## src/rtl/uart_rx_param.sv

```systemverilog
// Oversampling UART receiver: configurable frame format, 2-of-3 mid-bit vote,
// false-start rejection, parity/framing/break/overrun flags, valid/ready output.
module uart_rx_param #(
    parameter int DATA_BITS   = 8,
    parameter int PARITY_MODE = 1,
    parameter int STOP_BITS   = 1,
    parameter int OVERSAMPLE  = 16
) (
    input  logic                 clk_3125,
    input  logic                 rst_n,
    input  logic                 sample_tick,
    input  logic                 rx,
    input  logic                 rx_ready,
    output logic [DATA_BITS-1:0] rx_data,
    output logic                 rx_valid,
    output logic                 parity_err,
    output logic                 frame_err,
    output logic                 overrun,
    output logic                 rx_break,
    output logic                 rx_busy
);

    localparam int CW = $clog2(OVERSAMPLE);
    localparam int M  = OVERSAMPLE / 2;
    localparam logic [CW-1:0] C_LO  = CW'(M - 1);
    localparam logic [CW-1:0] C_MID = CW'(M);
    localparam logic [CW-1:0] C_HI  = CW'(M + 1);
    localparam logic [CW-1:0] C_END = CW'(OVERSAMPLE - 1);

    typedef enum logic [2:0] {
        IDLE, START, DATA, PARITY, STOP, BRK_WAIT
    } state_e;

    state_e               state_q, state_d;
    logic [CW-1:0]        cnt_q, cnt_d;
    logic [3:0]           bit_q, bit_d;
    logic [DATA_BITS-1:0] shift_q, shift_d;
    logic                 meta_q, rxs_q;
    logic                 s0_q, s0_d, s1_q, s1_d;
    logic                 par_q, par_d, zero_q, zero_d, ferr_q, ferr_d;
    logic [DATA_BITS-1:0] data_q, data_d;
    logic                 valid_q, valid_d, perr_q, perr_d;
    logic                 fe_q, fe_d, ovr_q, ovr_d, brk_q, brk_d;
    logic                 maj, hi_tick, wrap, done, perr_calc;

    assign maj     = (s0_q & s1_q) | (s0_q & rxs_q) | (s1_q & rxs_q);
    assign hi_tick = sample_tick && (cnt_q == C_HI);
    assign wrap    = sample_tick && (cnt_q == C_END);

    assign perr_calc = (PARITY_MODE == 1) ? par_q :
                       (PARITY_MODE == 2) ? ~par_q : 1'b0;

    always_comb begin
        state_d = state_q;
        cnt_d   = cnt_q;
        bit_d   = bit_q;
        shift_d = shift_q;
        s0_d    = s0_q;
        s1_d    = s1_q;
        par_d   = par_q;
        zero_d  = zero_q;
        ferr_d  = ferr_q;
        data_d  = data_q;
        valid_d = valid_q;
        perr_d  = perr_q;
        fe_d    = fe_q;
        ovr_d   = 1'b0;
        brk_d   = 1'b0;
        done    = 1'b0;

        if (sample_tick && state_q != IDLE && state_q != BRK_WAIT) begin
            cnt_d = (cnt_q == C_END) ? '0 : cnt_q + 1'b1;
            if (cnt_q == C_LO)  s0_d = rxs_q;
            if (cnt_q == C_MID) s1_d = rxs_q;
        end

        unique case (state_q)
            IDLE: begin
                if (sample_tick && !rxs_q) begin
                    state_d = START;
                    cnt_d   = '0;
                    bit_d   = '0;
                    par_d   = 1'b0;
                    zero_d  = 1'b1;
                    ferr_d  = 1'b0;
                end
            end
            START: begin
                if (hi_tick && maj) state_d = IDLE;
                else if (wrap)      state_d = DATA;
            end
            DATA: begin
                if (hi_tick) begin
                    shift_d = {maj, shift_q[DATA_BITS-1:1]};
                    par_d   = par_q ^ maj;
                    zero_d  = zero_q & ~maj;
                end
                if (wrap) begin
                    if (bit_q == 4'(DATA_BITS - 1)) begin
                        bit_d   = '0;
                        state_d = (PARITY_MODE != 0) ? PARITY : STOP;
                    end else begin
                        bit_d = bit_q + 1'b1;
                    end
                end
            end
            PARITY: begin
                if (hi_tick) begin
                    par_d  = par_q ^ maj;
                    zero_d = zero_q & ~maj;
                end
                if (wrap) state_d = STOP;
            end
            STOP: begin
                // leave at the last stop bit's vote to absorb baud drift
                if (hi_tick) begin
                    if (!maj) ferr_d = 1'b1;
                    if (bit_q == '0 && zero_q && !maj) begin
                        brk_d   = 1'b1;
                        state_d = BRK_WAIT;
                    end else if (bit_q == 4'(STOP_BITS - 1)) begin
                        done    = 1'b1;
                        state_d = IDLE;
                    end
                end else if (wrap) begin
                    bit_d = bit_q + 1'b1;
                end
            end
            BRK_WAIT: begin
                if (sample_tick && rxs_q) state_d = IDLE;
            end
            default: state_d = IDLE;
        endcase

        if (valid_q && rx_ready) valid_d = 1'b0;
        if (done) begin
            if (!valid_q || rx_ready) begin
                data_d  = shift_q;
                perr_d  = perr_calc;
                fe_d    = ferr_q | ~maj;
                valid_d = 1'b1;
            end else begin
                ovr_d = 1'b1;
            end
        end
    end

    always_ff @(posedge clk_3125 or negedge rst_n) begin
        if (!rst_n) begin
            meta_q  <= 1'b1;
            rxs_q   <= 1'b1;
            state_q <= IDLE;
            cnt_q   <= '0;
            bit_q   <= '0;
            shift_q <= '0;
            s0_q    <= 1'b1;
            s1_q    <= 1'b1;
            par_q   <= 1'b0;
            zero_q  <= 1'b0;
            ferr_q  <= 1'b0;
            data_q  <= '0;
            valid_q <= 1'b0;
            perr_q  <= 1'b0;
            fe_q    <= 1'b0;
            ovr_q   <= 1'b0;
            brk_q   <= 1'b0;
        end else begin
            meta_q  <= rx;
            rxs_q   <= meta_q;
            state_q <= state_d;
            cnt_q   <= cnt_d;
            bit_q   <= bit_d;
            shift_q <= shift_d;
            s0_q    <= s0_d;
            s1_q    <= s1_d;
            par_q   <= par_d;
            zero_q  <= zero_d;
            ferr_q  <= ferr_d;
            data_q  <= data_d;
            valid_q <= valid_d;
            perr_q  <= perr_d;
            fe_q    <= fe_d;
            ovr_q   <= ovr_d;
            brk_q   <= brk_d;
        end
    end

    assign rx_data    = data_q;
    assign rx_valid   = valid_q;
    assign parity_err = perr_q;
    assign frame_err  = fe_q;
    assign overrun    = ovr_q;
    assign rx_break   = brk_q;
    assign rx_busy    = (state_q != IDLE);

endmodule

```

## config.mk

```make
export PLATFORM = sky130hd
export DESIGN_NAME = uart_rx_param
export DESIGN_NICKNAME = d
export VERILOG_FILES = /design/src/rtl/uart_rx_param.sv
export SDC_FILE = /design/constraint.sdc
export NUM_CORES = 1
export LEC_CHECK = 0
export ABC_AREA = 1
export CAP_MARGIN = 0
export CORE_ASPECT_RATIO = 0.9
export CORE_MARGIN = 2
export CORE_UTILIZATION = 51
export DETAILED_ROUTE_END_ITERATION = 8
export PLACE_DENSITY = 0.72
export SYNTH_ARGS = -nofsm -noshare
export SYNTH_HDL_FRONTEND = slang
export SYNTH_SLANG_ARGS = --single-unit
```

## constraint.sdc

```tcl
create_clock -name clk_3125 -period 4.14 [get_ports clk_3125]
set_clock_uncertainty 0.2 [all_clocks]
set_input_delay 0.828 -clock clk_3125 [delete_from_list [all_inputs] [get_ports clk_3125]]
set_output_delay 0.828 -clock clk_3125 [all_outputs]
set_load 0.05 [all_outputs]
```

==> impl_metrics.toml <==
[layout]
finalNetCount = 260
antennaDiodeCount = 0
stdcell_count = 297
area_growth_pct = 15.7
post_route_cells_drive_above_1_share = 0.139

[critical_path]
cp_slowest_cell = "clkdlybuf4s50_1"
worstPathMaxFanout = 9
path_class = "flip-flop to output pin"
end_kind = "output pin"
path_cells = "inv_1 > nand2_1 > clkdlybuf4s50_1"
crit_required_ps = 3110
slowest_delay_ps = 810
arrival_ps = 1920
cp-start-kind = "flip-flop"

[yosys]
synthDistinctLibCells = 25
synth_area_sq_mm = 0.00197
yosys_warnings = 0
seq_area_frac_synth = 0.499
netlist_instances = 229
ys_ff_latch = 39
syn_avg_cell_area_sq_um = 8.58
syn-num-nets = 239

[run_status]
status = "finished, final reports clean"

[power_and_ir_drop]
peakVddDrop_uv = 334
leakage_uw = 0.00107
power.density_mw_per_mm2 = 540

[flow_run]
maxCapViolCount = 0

[place]
io_buffers = 18
dp_hpwl_um = 2540
dp_cells = 289
gp_congestion = 0.791

[global_route]
grt_pass1_wl_um = 6180
grt_start_max_net_pins = 40
grt_antenna_before_repair = 0
grt_overflow_total = 0
grt_pass1_vias = 1400
track_usage = 0.181

[clock_network]
cts_max_level = 2
post_cts_buffers = 0
clk_path_buf_depth = 2
numCtsBuffers = 5
hold_buffers = 0
root_buffer = "clkbuf_8"
cts.sinks = 39
clk_pin_slew_worst_paths_ps = 70
cts_tree = "yes"
clk_latency_ps = 300
ctsResizeCount = 0

[drt]
dr.first_iter.drc_count = 96
drc_errors = 0
firstDrtPassIters = 5
avgViaCountPerCell = 5.05
ant_nets = 0
vias = 1499
finalWirelength_um = 3570
wire_per_inst_um = 12.0

[sta]
min_period_over_period = 0.713
finalHoldViolations = 0
slew_headroom = 0.447
setup_viol_count_final = 0
fin_tns_setup_ps = 0
fmax_ghz = 0.339
tightest_slew_ps = 830
slew_viol_final = 0
rsz0062_at_grt = "no"
layout_min_cycle_time_ps = 2950

[worst_hold_path]
hold_class = "flip-flop to flip-flop"

[floorplanning]
die_h_um = 62.9
fp-row-count = 21
core_sq_mm = 0.00370
dieArea_sq_mm = 0.00437
io_pins = 19
initial_utilization = 0.531
die_w_um = 69.4
==> final timing paths <==
check,from,endpoint,slack [ps],depth (start not counted)
worst max-delay path,state_q[2],rx_busy,1190,3
worst min-delay path,meta_q,rxs_q,160,0
worst max register to register,cnt_q[1],rx_data[5],2200,9
worst min register to register,meta_q,rxs_q,160,0
max in group asynchronous,rst_n,shift_q[4],2780,1
min in group asynchronous,rst_n,state_q[1],420,1
==> cells by family after synthesis <==
family | after synthesis | share of synthesized area
AND/OR/NAND/NOR | 113 | 0.271
XOR/XNOR | 3 | 0.0134
flip-flops | 39 | 0.499
AO/OA/AOI/OAI | 35 | 0.106
adder cells (fa/ha/maj) | 5 | 0.0318
buffers and inverters | 34 | 0.0783
==> stage by stage <==
step	util	power [uW]	hold WS (ps)	worst slack (ps)	cell area [sq um]
final	0.614	1230	157	1190	2270
after global routing	0.614	1320	163	1100	2270
after CTS	0.614	1240	158	1190	2270
after detailed placement	0.582	910	147	1480	2160
after global placement	0.582	903	146	1520	2160
after floorplan	-	828	145	2180	1970
==> state kept, by name, indices dropped and copies added (netlist names), 3 cells and up <==
name     cells
bit_q        4
cnt_q        4
rx_data      8
shift_q      8
state_q      3
==> worst max-delay path: cells and delay by family (launching register included) <==
kind	cells	cell delay, ps
buffers and inverters	2	950
DFF	1	540
and+or+nand+nor	1	140
==> power breakdown <==
part / internal, uW / switching (uW)
registers: 441 / 75.2
logic: 128 / 257
clock network: 195 / 132
==> synthesized netlist by cell type <==
cell      n  area, sq um
a21oi_1   7         35.0
buf_4     1         7.51
buf_6     3         33.8
dfrtp_1  35          876
dfstp_2   4          105
ha_1      5         62.6
inv_1    29          109
inv_2     1         3.75
nand2_1  63          236
nand2_2   4         25.0
nand2_4   1         11.3
nand3_1  12         60.1
nand3_2   2         20.0
nand3_4   1         17.5
nand4_1   3         18.8
nor2_1   17         63.8
nor2_2    2         12.5
nor2_8    1         20.0
nor3_1    5         25.0
nor3_4    1         16.3
nor4_1    1         6.26
o21ai_0  12         60.1
o21ai_1   7         35.0
o21ai_2   9         78.8
xor2_1    3         26.3
==> cells in the final DEF (no fill, tap or decap), types with 2 or more instances in the layout <==
cell	count
clkdlybuf4s50_1	17
nand3_2	2
o21ai_1	7
dfstp_2	4
ha_1	5
nand2_2	4
nor3_1	5
o21ai_0	12
nand3_1	12
inv_1	29
nand2_1	63
xor2_1	3
clkbuf_8	6
a21oi_1	7
o21ai_2	9
nor2_1	17
nor2_2	2
dfrtp_1	35
nand4_1	3
==> per-layer routing <==
| layer | wire (um) | part of all wire | track usage | up-vias |
|---|---|---|---|---|
| li1 | - | - | - | 772 |
| met1 | 1730 | 0.48 | 0.232 | 690 |
| met2 | 1620 | 0.45 | 0.291 | 30 |
| met3 | 160 | 0.045 | 0.0581 | 7 |
| met4 | 55 | 0.015 | 0.0613 | 0 |
| met5 | 0 | 0 | 0 | - |
==> layout make-up <==
class	instances	area [sq um]
flip-flops and latches	39	981
repair buffers	18	175
well taps	46	57.6
inverters	30	113
clock buffers	6	82.6
fillers	332	1430
multi-input cells	156	831
clock inverters	2	35.0
(Power assumes the default switching activity.)
